<file path="config.mk">
export PLATFORM = sky130hd
export DESIGN_NAME = hawk_decomp_page_mngr
export DESIGN_NICKNAME = d
export VERILOG_FILES = /design/src/rtl/hacd_pkg.sv /design/src/rtl/hawk_cpage_fetch_ctr.sv /design/src/rtl/hawk_decomp_page_mngr.sv
export SDC_FILE = /design/constraint.sdc
export NUM_CORES = 1
export LEC_CHECK = 0
export CAP_MARGIN = 15
export CORE_AREA = 4 4 565 567
export CTS_CLUSTER_SIZE = 40
export DETAILED_ROUTE_END_ITERATION = 8
export DIE_AREA = 0 0 569 571
export DONT_BUFFER_PORTS = 1
export SLEW_MARGIN = 20
export SYNTH_ARGS = -nofsm -noshare
export SYNTH_HDL_FRONTEND = slang
export SYNTH_SLANG_ARGS = --single-unit
</file>
<file path="constraint.sdc">
create_clock -name clk_i -period 3.8 [get_ports clk_i]
set_input_delay 0.57 -clock clk_i [delete_from_list [all_inputs] [get_ports clk_i]]
set_output_delay 0.57 -clock clk_i [all_outputs]
set_load 0.005 [all_outputs]
</file>
<file path="src/rtl/hacd_pkg.sv">
// Shared HACD types for the page-read path: AXI read packets, record-header
// layout, decompression-manager state encoding and table-update packets.
package hacd_pkg;

   localparam int HACD_AXI4_ADDR_WIDTH = 64;
   localparam int HACD_AXI4_DATA_WIDTH = 512;
   localparam int ATT_ENTRY_MAX        = 1024;
   localparam int ATT_ID_W             = $clog2(ATT_ENTRY_MAX);
   localparam int WAY_W                = HACD_AXI4_ADDR_WIDTH - 12;

   // Compressed-record header: payload size in bytes sits at the bottom of beat 0
   localparam int HDR_SIZE_LSB = 0;
   localparam int HDR_SIZE_W   = 14;

   typedef enum logic [3:0] {
      ST_IDLE      = 4'd0,
      ST_HDR_REQ   = 4'd1,
      ST_HDR_WAIT  = 4'd2,
      ST_PLD_REQ   = 4'd3,
      ST_PLD       = 4'd4,
      ST_START     = 4'd5,
      ST_WAIT_DC   = 4'd6,
      ST_ZSPG_REL  = 4'd7,
      ST_TOL_BUILD = 4'd8,
      ST_DONE      = 4'd9,
      ST_ERROR     = 4'd10
   } dc_state_e;

   typedef enum logic [1:0] {
      STS_INVALID = 2'd0,
      STS_UNCOMP  = 2'd1,
      STS_COMP    = 2'd2,
      STS_INCOMP  = 2'd3
   } att_sts_e;

   typedef struct packed {
      logic arready;
   } axi_rd_rdypkt_t;

   typedef struct packed {
      logic                            rvalid;
      logic                            rlast;
      logic [HACD_AXI4_DATA_WIDTH-1:0] rdata;
      logic [1:0]                      rresp;
   } axi_rd_resppkt_t;

   typedef struct packed {
      logic [HACD_AXI4_ADDR_WIDTH-1:0] addr;
      logic [7:0]                      arlen;
   } axi_rd_pld_t;

   // zs_release is the slot-release request bit ("release" is a reserved word)
   typedef struct packed {
      logic [HACD_AXI4_ADDR_WIDTH-1:0] cPage_byteStart;
      logic [HACD_AXI4_ADDR_WIDTH-1:0] iWay;
      logic                            zs_release;
   } iWayORcPagePkt_t;

   typedef struct packed {
      logic [WAY_W-1:0] way;
   } lst_entry_t;

   typedef struct packed {
      logic [ATT_ID_W-1:0] attEntryId;
      lst_entry_t          lstEntry;
      att_sts_e            ATT_STS;
      logic [7:0]          zpd_cnt;
      logic                tbl_update;
      logic                ATT_UPDATE_ONLY;
   } tol_updpkt_t;

endpackage

</file>
<file path="src/rtl/hawk_cpage_fetch_ctr.sv">
// Payload beat bookkeeping: converts the header size into a beat count and
// arlen, and counts accepted payload beats against it.
module hawk_cpage_fetch_ctr
   import hacd_pkg::*;
#(
   parameter int PAGE_BYTES = 4096
) (
   input  logic                  clk_i,
   input  logic                  rst_ni,
   input  logic [HDR_SIZE_W-1:0] hdr_size,
   input  logic                  size_ld,
   input  logic                  beat_inc,
   output logic                  size_bad,
   output logic [7:0]            hdr_arlen,
   output logic                  last_ok
);

   logic [7:0] hdr_beats;
   logic [7:0] n_beats_q;
   logic [7:0] beat_cnt_q;

   // ceil(S/64); wraps only for sizes already rejected by size_bad
   assign hdr_beats = hdr_size[HDR_SIZE_W-1:6] + 8'(|hdr_size[5:0]);
   assign hdr_arlen = hdr_beats - 8'd1;
   assign size_bad  = (hdr_size == '0) || (hdr_size > HDR_SIZE_W'(PAGE_BYTES));
   assign last_ok   = (beat_cnt_q + 8'd1) == n_beats_q;

   always_ff @(posedge clk_i or negedge rst_ni) begin
      if (!rst_ni) begin
         n_beats_q  <= '0;
         beat_cnt_q <= '0;
      end else if (size_ld) begin
         n_beats_q  <= hdr_beats;
         beat_cnt_q <= '0;
      end else if (beat_inc) begin
         beat_cnt_q <= beat_cnt_q + 8'd1;
      end
   end

endmodule

</file>
<file path="src/rtl/hawk_decomp_page_mngr.sv">
// Decompression manager: fetches a compressed page record over AXI, feeds the
// decompressor, requests zspage slot release and builds the ATT/TOL update.
module hawk_decomp_page_mngr
   import hacd_pkg::*;
#(
   parameter int PAGE_BYTES = 4096,
   parameter int BEAT_BYTES = 64
) (
   input  logic                            clk_i,
   input  logic                            rst_ni,
   input  logic                            decomp_trigger,
   input  logic [HACD_AXI4_ADDR_WIDTH-1:0] decomp_cPage_byteStart,
   input  logic [HACD_AXI4_ADDR_WIDTH-1:0] decomp_freeWay,
   input  logic [ATT_ID_W-1:0]             p_attEntryId,
   input  axi_rd_rdypkt_t                  rd_rdypkt,
   input  axi_rd_resppkt_t                 rd_resppkt,
   input  logic                            rdfifo_full,
   input  logic                            decomp_done,
   input  logic                            zspg_updated,
   output axi_rd_pld_t                     p_decomp_axireq,
   output logic                            p_decomp_req_arvalid,
   output logic                            n_decomp_rready,
   output logic [HACD_AXI4_DATA_WIDTH-1:0] n_decomp_rdata,
   output logic                            decomp_start,
   output logic                            decomp_rdm_reset,
   output iWayORcPagePkt_t                 dc_iWayORcPagePkt,
   output tol_updpkt_t                     n_decomp_tol_updpkt,
   output logic                            decomp_mngr_done
);

   dc_state_e                       state_q, state_d;
   logic                            trig_q;
   logic                            drain_q, drain_set;
   logic [HACD_AXI4_ADDR_WIDTH-1:0] base_q;
   logic                            size_ld, beat_inc, size_bad, last_ok;
   logic [7:0]                      hdr_arlen;
   logic                            beat_acc, abortable, rd_outstanding;
   logic                            way_offs_unused;

   assign way_offs_unused = ^decomp_freeWay[11:0];

   hawk_cpage_fetch_ctr #(
      .PAGE_BYTES (PAGE_BYTES)
   ) u_fetch_ctr (
      .clk_i     (clk_i),
      .rst_ni    (rst_ni),
      .hdr_size  (rd_resppkt.rdata[HDR_SIZE_LSB +: HDR_SIZE_W]),
      .size_ld   (size_ld),
      .beat_inc  (beat_inc),
      .size_bad  (size_bad),
      .hdr_arlen (hdr_arlen),
      .last_ok   (last_ok)
   );

   assign beat_acc       = rd_resppkt.rvalid && n_decomp_rready;
   assign n_decomp_rdata = (state_q == ST_PLD && beat_acc) ? rd_resppkt.rdata : '0;

   assign abortable = !(state_q inside {ST_IDLE, ST_DONE, ST_ERROR});
   // A read is in flight if we were waiting on data or the AR handshake just happened
   assign rd_outstanding = (state_q inside {ST_HDR_WAIT, ST_PLD}) ||
                           ((state_q inside {ST_HDR_REQ, ST_PLD_REQ}) && rd_rdypkt.arready);

   always_comb begin
      state_d         = state_q;
      n_decomp_rready = 1'b0;
      size_ld         = 1'b0;
      beat_inc        = 1'b0;
      drain_set       = 1'b0;
      unique case (state_q)
         ST_IDLE: begin
            n_decomp_rready = drain_q;
            if (decomp_trigger && !trig_q) state_d = ST_HDR_REQ;
         end
         ST_HDR_REQ: if (rd_rdypkt.arready) state_d = ST_HDR_WAIT;
         ST_HDR_WAIT: begin
            n_decomp_rready = 1'b1;
            if (rd_resppkt.rvalid) begin
               if (rd_resppkt.rresp != 2'd0) state_d = ST_ERROR;
               else if (rd_resppkt.rlast) begin
                  if (size_bad) state_d = ST_ERROR;
                  else begin
                     size_ld = 1'b1;
                     state_d = ST_PLD_REQ;
                  end
               end
            end
         end
         ST_PLD_REQ: if (rd_rdypkt.arready) state_d = ST_PLD;
         ST_PLD: begin
            n_decomp_rready = !rdfifo_full;
            if (beat_acc) begin
               beat_inc = 1'b1;
               if (rd_resppkt.rresp != 2'd0) state_d = ST_ERROR;
               else if (rd_resppkt.rlast) state_d = last_ok ? ST_START : ST_ERROR;
            end
         end
         ST_START:     state_d = ST_WAIT_DC;
         ST_WAIT_DC:   if (decomp_done) state_d = ST_ZSPG_REL;
         ST_ZSPG_REL:  if (zspg_updated) state_d = ST_TOL_BUILD;
         ST_TOL_BUILD: state_d = ST_DONE;
         ST_DONE:      if (!decomp_trigger) state_d = ST_IDLE;
         ST_ERROR:     n_decomp_rready = 1'b1;
         default:      state_d = ST_IDLE;
      endcase
      if (abortable && !decomp_trigger) begin
         state_d   = ST_IDLE;
         size_ld   = 1'b0;
         drain_set = rd_outstanding && !(beat_acc && rd_resppkt.rlast);
      end
   end

   always_ff @(posedge clk_i or negedge rst_ni) begin
      if (!rst_ni) begin
         state_q <= ST_IDLE;
         trig_q  <= 1'b0;
         drain_q <= 1'b0;
      end else begin
         state_q <= state_d;
         trig_q  <= decomp_trigger;
         drain_q <= drain_set ||
                    (drain_q && !(state_q == ST_IDLE && rd_resppkt.rvalid && rd_resppkt.rlast));
      end
   end

   always_ff @(posedge clk_i) begin
      if (state_q == ST_IDLE && state_d == ST_HDR_REQ) base_q <= decomp_cPage_byteStart;
   end

   // Registered outputs are derived from the next state so they line up with it
   always_ff @(posedge clk_i or negedge rst_ni) begin
      if (!rst_ni) begin
         p_decomp_axireq      <= '0;
         p_decomp_req_arvalid <= 1'b0;
         decomp_start         <= 1'b0;
         decomp_rdm_reset     <= 1'b0;
         dc_iWayORcPagePkt    <= '0;
         n_decomp_tol_updpkt  <= '0;
         decomp_mngr_done     <= 1'b0;
      end else begin
         p_decomp_req_arvalid <= (state_d == ST_HDR_REQ) || (state_d == ST_PLD_REQ);
         decomp_rdm_reset     <= (state_q == ST_IDLE) && (state_d == ST_HDR_REQ);
         decomp_start         <= (state_d == ST_START);
         decomp_mngr_done     <= (state_d == ST_DONE) && (state_q != ST_DONE);

         if (state_d == ST_HDR_REQ) begin
            if (state_q == ST_IDLE) begin
               p_decomp_axireq.addr  <= decomp_cPage_byteStart;
               p_decomp_axireq.arlen <= 8'd0;
            end
         end else if (state_d == ST_PLD_REQ) begin
            if (state_q == ST_HDR_WAIT) begin
               p_decomp_axireq.addr  <= base_q + HACD_AXI4_ADDR_WIDTH'(BEAT_BYTES);
               p_decomp_axireq.arlen <= hdr_arlen;
            end
         end else begin
            p_decomp_axireq <= '0;
         end

         if (state_d == ST_ZSPG_REL) begin
            dc_iWayORcPagePkt.cPage_byteStart <= base_q;
            dc_iWayORcPagePkt.iWay            <= '0;
            dc_iWayORcPagePkt.zs_release      <= 1'b1;
         end else begin
            dc_iWayORcPagePkt <= '0;
         end

         if (state_d == ST_TOL_BUILD) begin
            n_decomp_tol_updpkt.attEntryId      <= p_attEntryId;
            n_decomp_tol_updpkt.lstEntry.way    <= decomp_freeWay[HACD_AXI4_ADDR_WIDTH-1:12];
            n_decomp_tol_updpkt.ATT_STS         <= STS_UNCOMP;
            n_decomp_tol_updpkt.zpd_cnt         <= '0;
            n_decomp_tol_updpkt.tbl_update      <= 1'b0;
            n_decomp_tol_updpkt.ATT_UPDATE_ONLY <= 1'b0;
         end else if (state_q == ST_IDLE && state_d == ST_HDR_REQ) begin
            n_decomp_tol_updpkt <= '0;
         end
      end
   end

endmodule

</file>
# [Word-level counts from Yosys, hierarchy flattened]
# Cells that the tools add are included.
[op_classes] magnitude_cmp=1 n_mux=36 add_sub_neg=4 reduce_logical=33 eq_ne=20
[op_table] operator="512-bit 2-to-1 mux" count=1
[op_table] operator="72-bit 2-to-1 mux" count=4
[op_table] operator="74-bit 2-to-1 mux" count=2
[op_table] operator="129-bit 2-to-1 mux" count=1
[op_table] operator="64-bit by 7-bit adder with 64-bit output, second input constant" count=1
[op_table] operator="4-bit 2-to-1 mux" count=15
[op_table] operator="4-bit one-hot mux with 11 select lines" count=1
[op_table] operator="4-bit by 3-bit == test with 1-bit output, second input constant" count=6
[op_table] operator="4-bit == test, second input constant" count=5
[op_table] operator="8-bit 2-to-1 mux" count=2
[op_table] operator="14-bit by 13-bit greater-than comparator with 1-bit output, second input constant" count=1
[op_table] operator="14-bit zero test" count=1
[op_table] operator="4-bit by 2-bit == test with 1-bit output, second input constant" count=3
[op_table] operator="1-bit logical AND" count=12
[op_table] operator="2-bit nonzero test" count=5
[op_table] operator="1-bit 2-to-1 mux" count=9
[op_table] operator="8-bit by 1-bit adder with 8-bit output" count=1
[op_table] operator="8-bit by 1-bit adder with 8-bit output, second input constant" count=1
[op_table] operator="4-bit by 1-bit == test with 1-bit output, second input constant" count=2
[op_table] operator="8-bit == test" count=1
[op_table] operator="8-bit by 1-bit subtractor with 8-bit output, second input constant" count=1
[op_table] operator="1-bit zero test" count=6
[op_table] operator="6-bit OR reduction" count=1
[op_table] operator="4-bit zero test" count=1
[op_table] operator="8 further kinds" count=11
[word_totals] register_bits=365 elab_cells=115 output_inout_bits=792

# [Logic depth before layout (Yosys ltp)]
# Gate-level depths: netlist of run 1.
[depth] ltp_word=12 mapped_depth=13

# [By module]
# From an unflattened synthesis of run 1, not the netlist that was laid out.
[hier_totals] cells_unflattened=1954 area_unflattened_um2=18006.0
[modules_own_cells] module="hawk_decomp_page_mngr" area_per_inst_um2=16708.5 cells_per_inst=1796 instances=1 seq_area_each_um2=7176.9
[modules_own_cells] module="hawk_cpage_fetch_ctr" area_per_inst_um2=1297.5 cells_per_inst=158 instances=1 seq_area_each_um2=400.4

# [Least setup slack after synthesis of run 1]
# OpenSTA, ideal clock, no wires.
[synth_path] path_kind="flip-flop to flip-flop" startpoint="register state_q[0]" endpoint="register base_q[0], enable pin" arrival_time_ns=2.747 synth_period_minus_slack_ns=3.166 path_buffers=3 required_ns=3.382 path_stages_with_launch=7 path_slack_ns=0.634 setup_time_ns=0.418 cell_sequence="dfrtp_1 -> clkbuf_1 -> nor2_1 -> nand4b_1 -> clkbuf_1 -> buf_1 -> inv_1"
[synth_via] elab_chain_len=9 elab_cells_between_ends=33 classes_between="11 x eq/ne; 15 x mux; 7 x reduce/logical"
[synth_rtl] element="from (decl)" line="hawk_decomp_page_mngr.sv:31" text="dc_state_e state_q, state_d;"
[synth_rtl] element="from (signal assigned)" line="hawk_decomp_page_mngr.sv:118" text="state_q <= state_d;"
[synth_rtl] element="4-bit == test / 4-bit by 2-bit == test with 1-bit output (equally long branches)" line="hawk_decomp_page_mngr.sv:58, hawk_decomp_page_mngr.sv:69"
[synth_rtl] element="2-bit OR reduction (no line)"
[synth_rtl] element="1-bit one-hot mux with 3 select lines" line="hawk_decomp_page_mngr.sv:69" text="unique case (state_q)"
[synth_rtl] element="1-bit logical AND" line="hawk_decomp_page_mngr.sv:55" text="assign beat_acc = rd_resppkt.rvalid && n_decomp_rready;"
[synth_rtl] element="4-bit 2-to-1 mux" line="hawk_decomp_page_mngr.sv:91" text="if (beat_acc) begin"
[synth_rtl] element="4-bit one-hot mux with 11 select lines" line="hawk_decomp_page_mngr.sv:69"
[synth_rtl] element="4-bit 2-to-1 mux" line="hawk_decomp_page_mngr.sv:105" text="if (abortable && !decomp_trigger) begin"
[synth_rtl] element="4-bit by 1-bit == test with 1-bit output" line="hawk_decomp_page_mngr.sv:126" text="if (state_q == ST_IDLE && state_d == ST_HDR_REQ) base_q <= decomp_cPage_byteStart;"
[synth_rtl] element="1-bit logical AND *" line="hawk_decomp_page_mngr.sv:126"
[synth_rtl] element="to (signal assigned)" line="hawk_decomp_page_mngr.sv:126"
[synth_rtl] element="to (decl)" line="hawk_decomp_page_mngr.sv:34" text="logic [HACD_AXI4_ADDR_WIDTH-1:0] base_q;"
# Every way passes the cells marked *; elsewhere a longest branch is shown, timed or not.
# A chain may end at the register's enable or synchronous reset.

# [Worst setup path in the final report of run 1]
[layout_path] startpoint="register state_q[1]" endpoint="output port n_decomp_rdata[193]"
[layout_via] elab_chain_len=6 elab_cells_between_ends=9 classes_between="3 x eq/ne; 2 x mux; 4 x reduce/logical"
[layout_rtl] element="4-bit == test / 4-bit by 2-bit == test with 1-bit output (equally long branches)" line="hawk_decomp_page_mngr.sv:69"
[layout_rtl] element="2-bit OR reduction (no line)"
[layout_rtl] element="1-bit one-hot mux with 3 select lines" line="hawk_decomp_page_mngr.sv:69"
[layout_rtl] element="1-bit logical AND" line="hawk_decomp_page_mngr.sv:55"
[layout_rtl] element="1-bit logical AND *" line="hawk_decomp_page_mngr.sv:56" text="assign n_decomp_rdata = (state_q == ST_PLD && beat_acc) ? rd_resppkt.rdata : '0;"
[layout_rtl] element="512-bit 2-to-1 mux *" line="hawk_decomp_page_mngr.sv:56"
[layout_rtl] element="to (decl)" line="hawk_decomp_page_mngr.sv:23" text="output logic [HACD_AXI4_DATA_WIDTH-1:0] n_decomp_rdata,"
# Marked as above.

==> results of run 1 <==
layout make-up:
class	count	area share (%)
Multi-Input combinational cell	1322	35.1
Sequential cell	290	30.3
Tap cell	4160	20.8
Timing Repair Buffer	145	5.97
Clock buffer	39	3.22
Inverter	138	2.08
Antenna cell	162	1.62
Clock inverter	17	0.807
Yosys cell counts (2+ instances only):
master     instances
xnor2_1           39
a32oi_1            2
nand3_1           33
and3_1           522
mux2_2            47
clkbuf_2           5
nor3b_1            3
dfrtp_1          226
nand2_1          122
buf_4             76
o32ai_1           45
o211ai_2           2
a2bb2oi_1          6
and3b_1            2
buf_1              5
a22o_1             8
a22oi_1            2
a311oi_1           2
and2_1            74
or3_1              3
or4_1              2
o21a_1             2
or2_2             17
o22ai_1            2
nor3_1            26
nand2b_1           7
xor2_1            45
nand4_1           23
a31oi_1            4
nor2_1            38
nor4_1            11
mux2i_1           63
o211ai_1           4
ha_1               5
nor4b_1            2
inv_1            138
and4_1            11
nor2b_1            3
a32o_1            15
buf_2             18
o21ai_0           14
edfxtp_1          64
a21o_1             4
a21oi_1           14
clkbuf_1         153
power by group:
group | total (mW) | switching (mW) | leakage (nW) | internal (mW)
registers | 4.85 | 1.02 | 3.64 | 3.83
logic | 4.57 | 3.09 | 6.57 | 1.48
clock network | 3.09 | 1.43 | 0.487 | 1.66
total | 12.5 | 5.53 | 10.7 | 6.98
metal layers:
layer	global-route usage, %	wire, um
met4	3.57	9950
met5	0.735	968
met1	13.1	76800
met2	24.9	117000
met3	10.9	41200
registers in the layout, summed over array words and instances, names as in the netlist:
register and count:
drain_q 1, decomp_start 1, decomp_rdm_reset 1, decomp_mngr_done 1, base_q 64, u_fetch_ctr.n_beats_q 8, u_fetch_ctr.beat_cnt_q 8, n_decomp_tol_updpkt 63
p_decomp_axireq 72, trig_q 1, dc_iWayORcPagePkt 65, state_q 4, p_decomp_req_arvalid 1
timing repair:
| item | in CTS | in global routing |
|---|---|---|
| resized for setup | 0 | 1 |
| endpoints found under the setup margin | 0 | 18 |
| endpoints found under the hold margin | 275 | 226 |
worst paths after layout:
check                                           startpoint                endpoint  slack [ns]  cells after the start
min in group clk_i              decomp_cPage_byteStart[46]              base_q[46]        0.06                      0
worst max-delay path                            state_q[1]     n_decomp_rdata[193]        0.24                      5
worst min-delay path                                rst_ni   dc_iWayORcPagePkt[78]       -0.38                      0
max in group asynchronous                           rst_ni  dc_iWayORcPagePkt[117]        3.77                      0
worst min register to register                   base_q[0]   dc_iWayORcPagePkt[65]        0.49                      1
worst max register to register   u_fetch_ctr.beat_cnt_q[0]     p_decomp_axireq[22]        0.31                      8
kinds of logic after synthesis:
logic type | after synthesis | share of synthesized area (%)
buf+inv | 396 | 10.2
compound gates | 139 | 6.39
mux | 110 | 6.52
other cells | 1 | 0.0211
fa+ha+maj | 5 | 0.352
xor+xnor | 84 | 4.14
flops | 290 | 42.6
simple gates | 909 | 29.8
==> reports/metrics.csv, run 1 <==
metric,value,unit
pre-CTS WS,0.202,ns
cell area after layout,25000,um^2
Hold Path Class,primary input to asynchronous set/reset pin,
hold-fix buffers at CTS,49,
Layout Skew,0.0423,ns
DRC,0,
cells after synthesis,1934,
clk slew on worst S/H paths,0.07,ns
first-pass GRT wire length,282000,um
Synth Flop Type,dfrtp_1,
fin cells,6273,
Seq. cell area,7580,um^2
worst path cell trace,nor2_4 -> buf_12 -> buf_12 -> and3_1 -> buf_12,
LEAKAGE,10.7,nW
vias in the first global route,15700,
GRT Util Overall,14.4,%
# rows,206,
status,finished with violations,
setup_tns,0,ns
post-synthesis sequential area ratio,42.6,%
Skew-Pair Late Insertion Delay,0.64,ns
Worst path most repeated cell,buf_12,
Pwr Density,501,nW/um^2
DP HPWL,222000,um
Starting DRT DRC Count,1394,
number of antenna violations at the first check in global routing,414,
die area,325000,um^2
initial core utilization,5.66,%
synthesized area,17800,um^2
CTS tree,built,
"commonest non-fill, non-tap cell in the layout",and3_1,
Worst Max-Slew Pin Slew,0.949,ns
Slew Limit Fails,0,
most frequent cells in the layout,"522 x and3_1, 226 x dfrtp_1, 137 x inv_1",
area grow syn2layout,40.4,%
RD Place Congestion,1.09,
max cap viols,0,
Yosys cell types,70,
Post-CTS Repair Setup Buffers,0,
CP max stage delay,0.57,ns
Overflow after GRT,0,
share of layout cells above drive strength 1,11.8,%
Peak VDD IR,0.625,mV
H-tree depth,1,
DRT Pass-1 Iters,5,
Area contributors post-synth,"dfrtp_1 32%, and3_1 18%, edfxtp_1 11%, mux2i_1 3.5%, clkbuf_1 3.2%",
Startpoint Class,flip-flop,
CP endpoint kind,primary output,
DRT antenna net count,0,
"CP delay by family, top",buffers and inverters,
final hold violations,226,
port bufs,0,
Async SR Flop Fraction,77.9,%
Die Wd,569,um
RSZ-0062 raised after global routing,false,
final setup vio count,0,
"EDFF count, synth",64,
final core utilization,7.95,%
YS warnings,0,
Final min period,3.56,ns
largest net degree at the start of global routing,227,
Area after DPL,23100,um^2
Min Hold Slack,-0.380,ns
fillers,36600,
"Buf+Inv Stages, Crit Path",3,
dpl cells,6006,
Yosys reg bits,290,
Post-Route WL,246000,um
Fmax,0.281,GHz
CP max FO,219,
via/cell ratio,2.82,
failing checks,negative hold slack,
I/O Pins,1453,
CP max-delay cell,dfrtp_1,
WP data arrival,2.99,ns
syn avg cell area,9.20,um^2
Power Total,12.5,mW
post-synth top area cell,dfrtp_1,
Final Net Count,2593,
Die Y,571,um
area occupied by multi-input gates,8770,um^2
post-synth top area share,31.8,%
critical setup path kind,flip-flop to primary output,
clk sinks,290,
CTS root buffer,clkbuf_16,
core box area,314000,um^2
slew margin rel.,36.2,%
clock tree buffer depth,3,
vias after detailed routing,17700,
Crit path required time,3.23,ns
TritonCTS Buffers,30,
DR WL/cell,39.2,um
fin worst setup slack,0.240,ns
Final period util,93.7,%
Note: power is estimated with default switching activity, not from simulation.
==> run 2, diff against run 1 <==
- ABC_CLOCK_PERIOD_IN_PS: default -> 3800
==> results of run 2 <==
Final layout, timing and power as in run 1 (identical DEF).
==> run 3, diff against run 2 <==
- GPL_TIMING_DRIVEN: default -> 0
- REMOVE_ABC_BUFFERS: default -> 1
- SKIP_LAST_GASP: default -> 1
==> run 3 against run 2 <==
  * The flow still finishes with violations (negative hold slack)
  * Final cell count is 2.6% higher
  * Flip-flop and latch count stayed put
  * Clock power is 36% higher
  * Worst hold slack worse by 0.018 ns
  * Non-clock buffer count is 78 higher
  * Global-route usage is 3.9 points higher
  * Register-to-register slack worse by 0.23 ns
  * Count of clock-buffer cells in the layout is 15 higher
  * Clock skew is 0.015 ns lower
  * Critical path depth is 4 higher
  * Via count is 7.2% higher
  * Combinational power is 32% higher
  * Critical endpoint is now p_decomp_axireq[60]
  * Largest cell class unchanged
  * Largest power group is now combinational cells
==> reports/metrics.csv, run 3 (synthesis gave the netlist of run 1 again) <==
metric,value,unit,change
Internal,8.50,mW,+22%
via/cell ratio,2.94,,+4.5%
vias after detailed routing,19000,,+7.2%
CP max stage delay,0.62,ns,+0.05 ns
Final period util,97.9,%,+4.2 points
LEAKAGE,11.4,nW,+6.8%
Largest register FFs,72,,unchanged
TritonCTS Buffers,41,,+37%
initial core utilization,5.66,%,unchanged
worst path cell trace,ha_1 -> and4_1 -> nand3_1 -> nor3_4 -> buf_6 -> nand4_1 -> xor2_1 -> o32ai_1 -> mux2_2,,
Sw Pwr,6.86,mW,+24%
Startpoint Class,flip-flop,,
Starting DRT DRC Count,1498,,+7.5%
Layout Skew,0.0276,ns,-0.0147 ns
Slew Limit Fails,0,,unchanged
final setup vio count,0,,unchanged
Seq pwr share,33.5,%,-5.3 points
DR WL/cell,48.2,um,+23%
Min Hold Slack,-0.398,ns,-0.0182 ns
core box area,314000,um^2,unchanged
CP max-delay cell,edfxtp_1,,
fillers,36400,,-0.45%
hold-fix buffers at CTS,125,,+160%
largest registers,"p_decomp_axireq x72, dc_iWayORcPagePkt x65, base_q x64",,
H-tree depth,2,,+1
DP HPWL,283000,um,+28%
first-pass GRT wire length,346000,um,+23%
Hold Path Class,primary input to asynchronous set/reset pin,,
RD Place Congestion,1.03,,-5.8%
port bufs,0,,unchanged
Sw Share,44.7,%,+0.42 points
Final min period,3.72,ns,+0.161 ns
CP endpoint kind,flip-flop,,
Skew-Pair Late Insertion Delay,0.66,ns,+0.02 ns
GRT Util Overall,18.2,%,+3.9 points
Power Total,15.4,mW,+23%
Peak VDD IR,0.326,mV,-48%
Die Wd,569,um,unchanged
RSZ-0062 raised after global routing,true,,
largest reg by FF count,p_decomp_axireq,,
die area,325000,um^2,unchanged
CP max FO,6,,-97%
slew margin rel.,30.6,%,-5.6 points
"commonest non-fill, non-tap cell in the layout",and3_1,,
area grow syn2layout,51.8,%,
Fmax,0.269,GHz,-4.3%
Crit path required time,4.39,ns,+1.16 ns
clk slew on worst S/H paths,0.07,ns,about the same
Clock power frac,27.4,%,+2.7 points
CTS root buffer,clkbuf_16,,
clock tree buffer depth,3,,unchanged
# rows,206,,unchanged
pre-CTS WS,-0.592,ns,-0.793 ns
I/O Pins,1453,,unchanged
Gate power share,39.1,%,+2.6 points
Die Y,571,um,unchanged
number of antenna violations at the first check in global routing,478,,+15%
failing checks,negative hold slack,,
DRT antenna net count,0,,unchanged
Pwr Density,569,nW/um^2,+14%
CTS tree,built,,
Overflow after GRT,0,,unchanged
Post-Route WL,310000,um,+26%
DRC,0,,unchanged
WP data arrival,4.31,ns,+1.32 ns
Final Net Count,2685,,+3.5%
final core utilization,8.60,%,+0.65 points
status,finished with violations,,
fin worst setup slack,0.0786,ns,-0.161 ns
Worst Max-Slew Pin Slew,1.04,ns,+0.0913 ns
final hold violations,226,,unchanged
share of layout cells above drive strength 1,15.4,%,+3.6 points
largest net degree at the start of global routing,227,,unchanged
DRT Pass-1 Iters,6,,+1
vias in the first global route,17000,,+8.4%
max cap viols,0,,unchanged
critical setup path kind,flip-flop to flip-flop,,
clk sinks,290,,unchanged
most frequent cells in the layout,"475 x and3_1, 222 x dfrtp_1, 137 x inv_1",,
-- run 3: worst paths after layout --
check	from	end	slack [ns]	cells after the start
worst min-delay path	rst_ni	p_decomp_axireq[11]	-0.40	0
worst min register to register	base_q[4]	dc_iWayORcPagePkt[69]	0.48	1
max in group asynchronous	rst_ni	n_decomp_tol_updpkt[20]	3.60	0
min in group clk_i	p_attEntryId[8]	n_decomp_tol_updpkt[72]	0.06	2
worst max register to register	base_q[7]	p_decomp_axireq[60]	0.08	9
worst max-delay path	base_q[7]	p_decomp_axireq[60]	0.08	9
-- run 3: worst max-delay path, delay by kind of cell (launching register included) --
kind                     cells  cell delay, ns
adder cells (fa/ha/maj)      1            0.43
XOR/XNOR                     1            0.18
multiplexers                 1            0.25
buffers and inverters        1            0.20
AO/OA/AOI/OAI                1            0.46
flip-flops                   1            0.62
AND/OR/NAND/NOR              4            1.48
-- run 3: area by class of cell --
| cell class | instances | area, um^2 | area share [%] |
|---|---|---|---|
| Multi-Input combinational cell | 1325 | 9010 | 33.4 |
| Sequential cell | 290 | 7580 | 28.1 |
| Tap cell | 4160 | 5200 | 19.3 |
| Timing Repair Buffer | 223 | 2690 | 9.97 |
| Clock buffer | 54 | 1150 | 4.25 |
| Antenna cell | 225 | 563 | 2.08 |
| Inverter | 138 | 523 | 1.94 |
| Clock inverter | 22 | 279 | 1.03 |
-- run 3: what timing repair did --
action / in CTS / in global routing
resized for setup: 64 / 39
cloned: 3 / 1
setup buffers: 16 / 3
pin swaps: 11 / 4
setup endpoints to repair: 544 / 195
hold endpoints to repair: 351 / 226
-- run 3: layer usage --
layer	track usage, %	part of all wire (%)	vias up
met5	0.573	0.65	-
met4	5.64	4.6	256
met3	17.0	20	974
met2	30.0	45	2045
met1	15.7	30	8575
li1	-	-	7102
-- run 3: per-stage QoR --
step           instances  hold WS [ns]  area (um^2)  TNS, ns
2_1_floorplan       1750         0.274        16800        -
4_1_cts             6208        -0.457        26300   -0.775
3_3_place_gp        5910         0.282        22000        -
6_report            6437        -0.398        27000        0
3_5_place_dp        5991         0.281        23300   -60.42
5_1_grt             6291        -0.449        26600  -0.0348
-- run 3: power by group through the flow --
stage | Clock [mW] | Sequential [mW] | Combinational [mW]
final | 4.21 | 5.15 | 6.01
after global routing | 4.47 | 5.34 | 6.37
after CTS | 4.38 | 5.16 | 5.99
after detailed placement | 0 | 5.23 | 5.50
after global placement | 0 | 5.18 | 3.01
after floorplan | 0 | 4.27 | 2.05
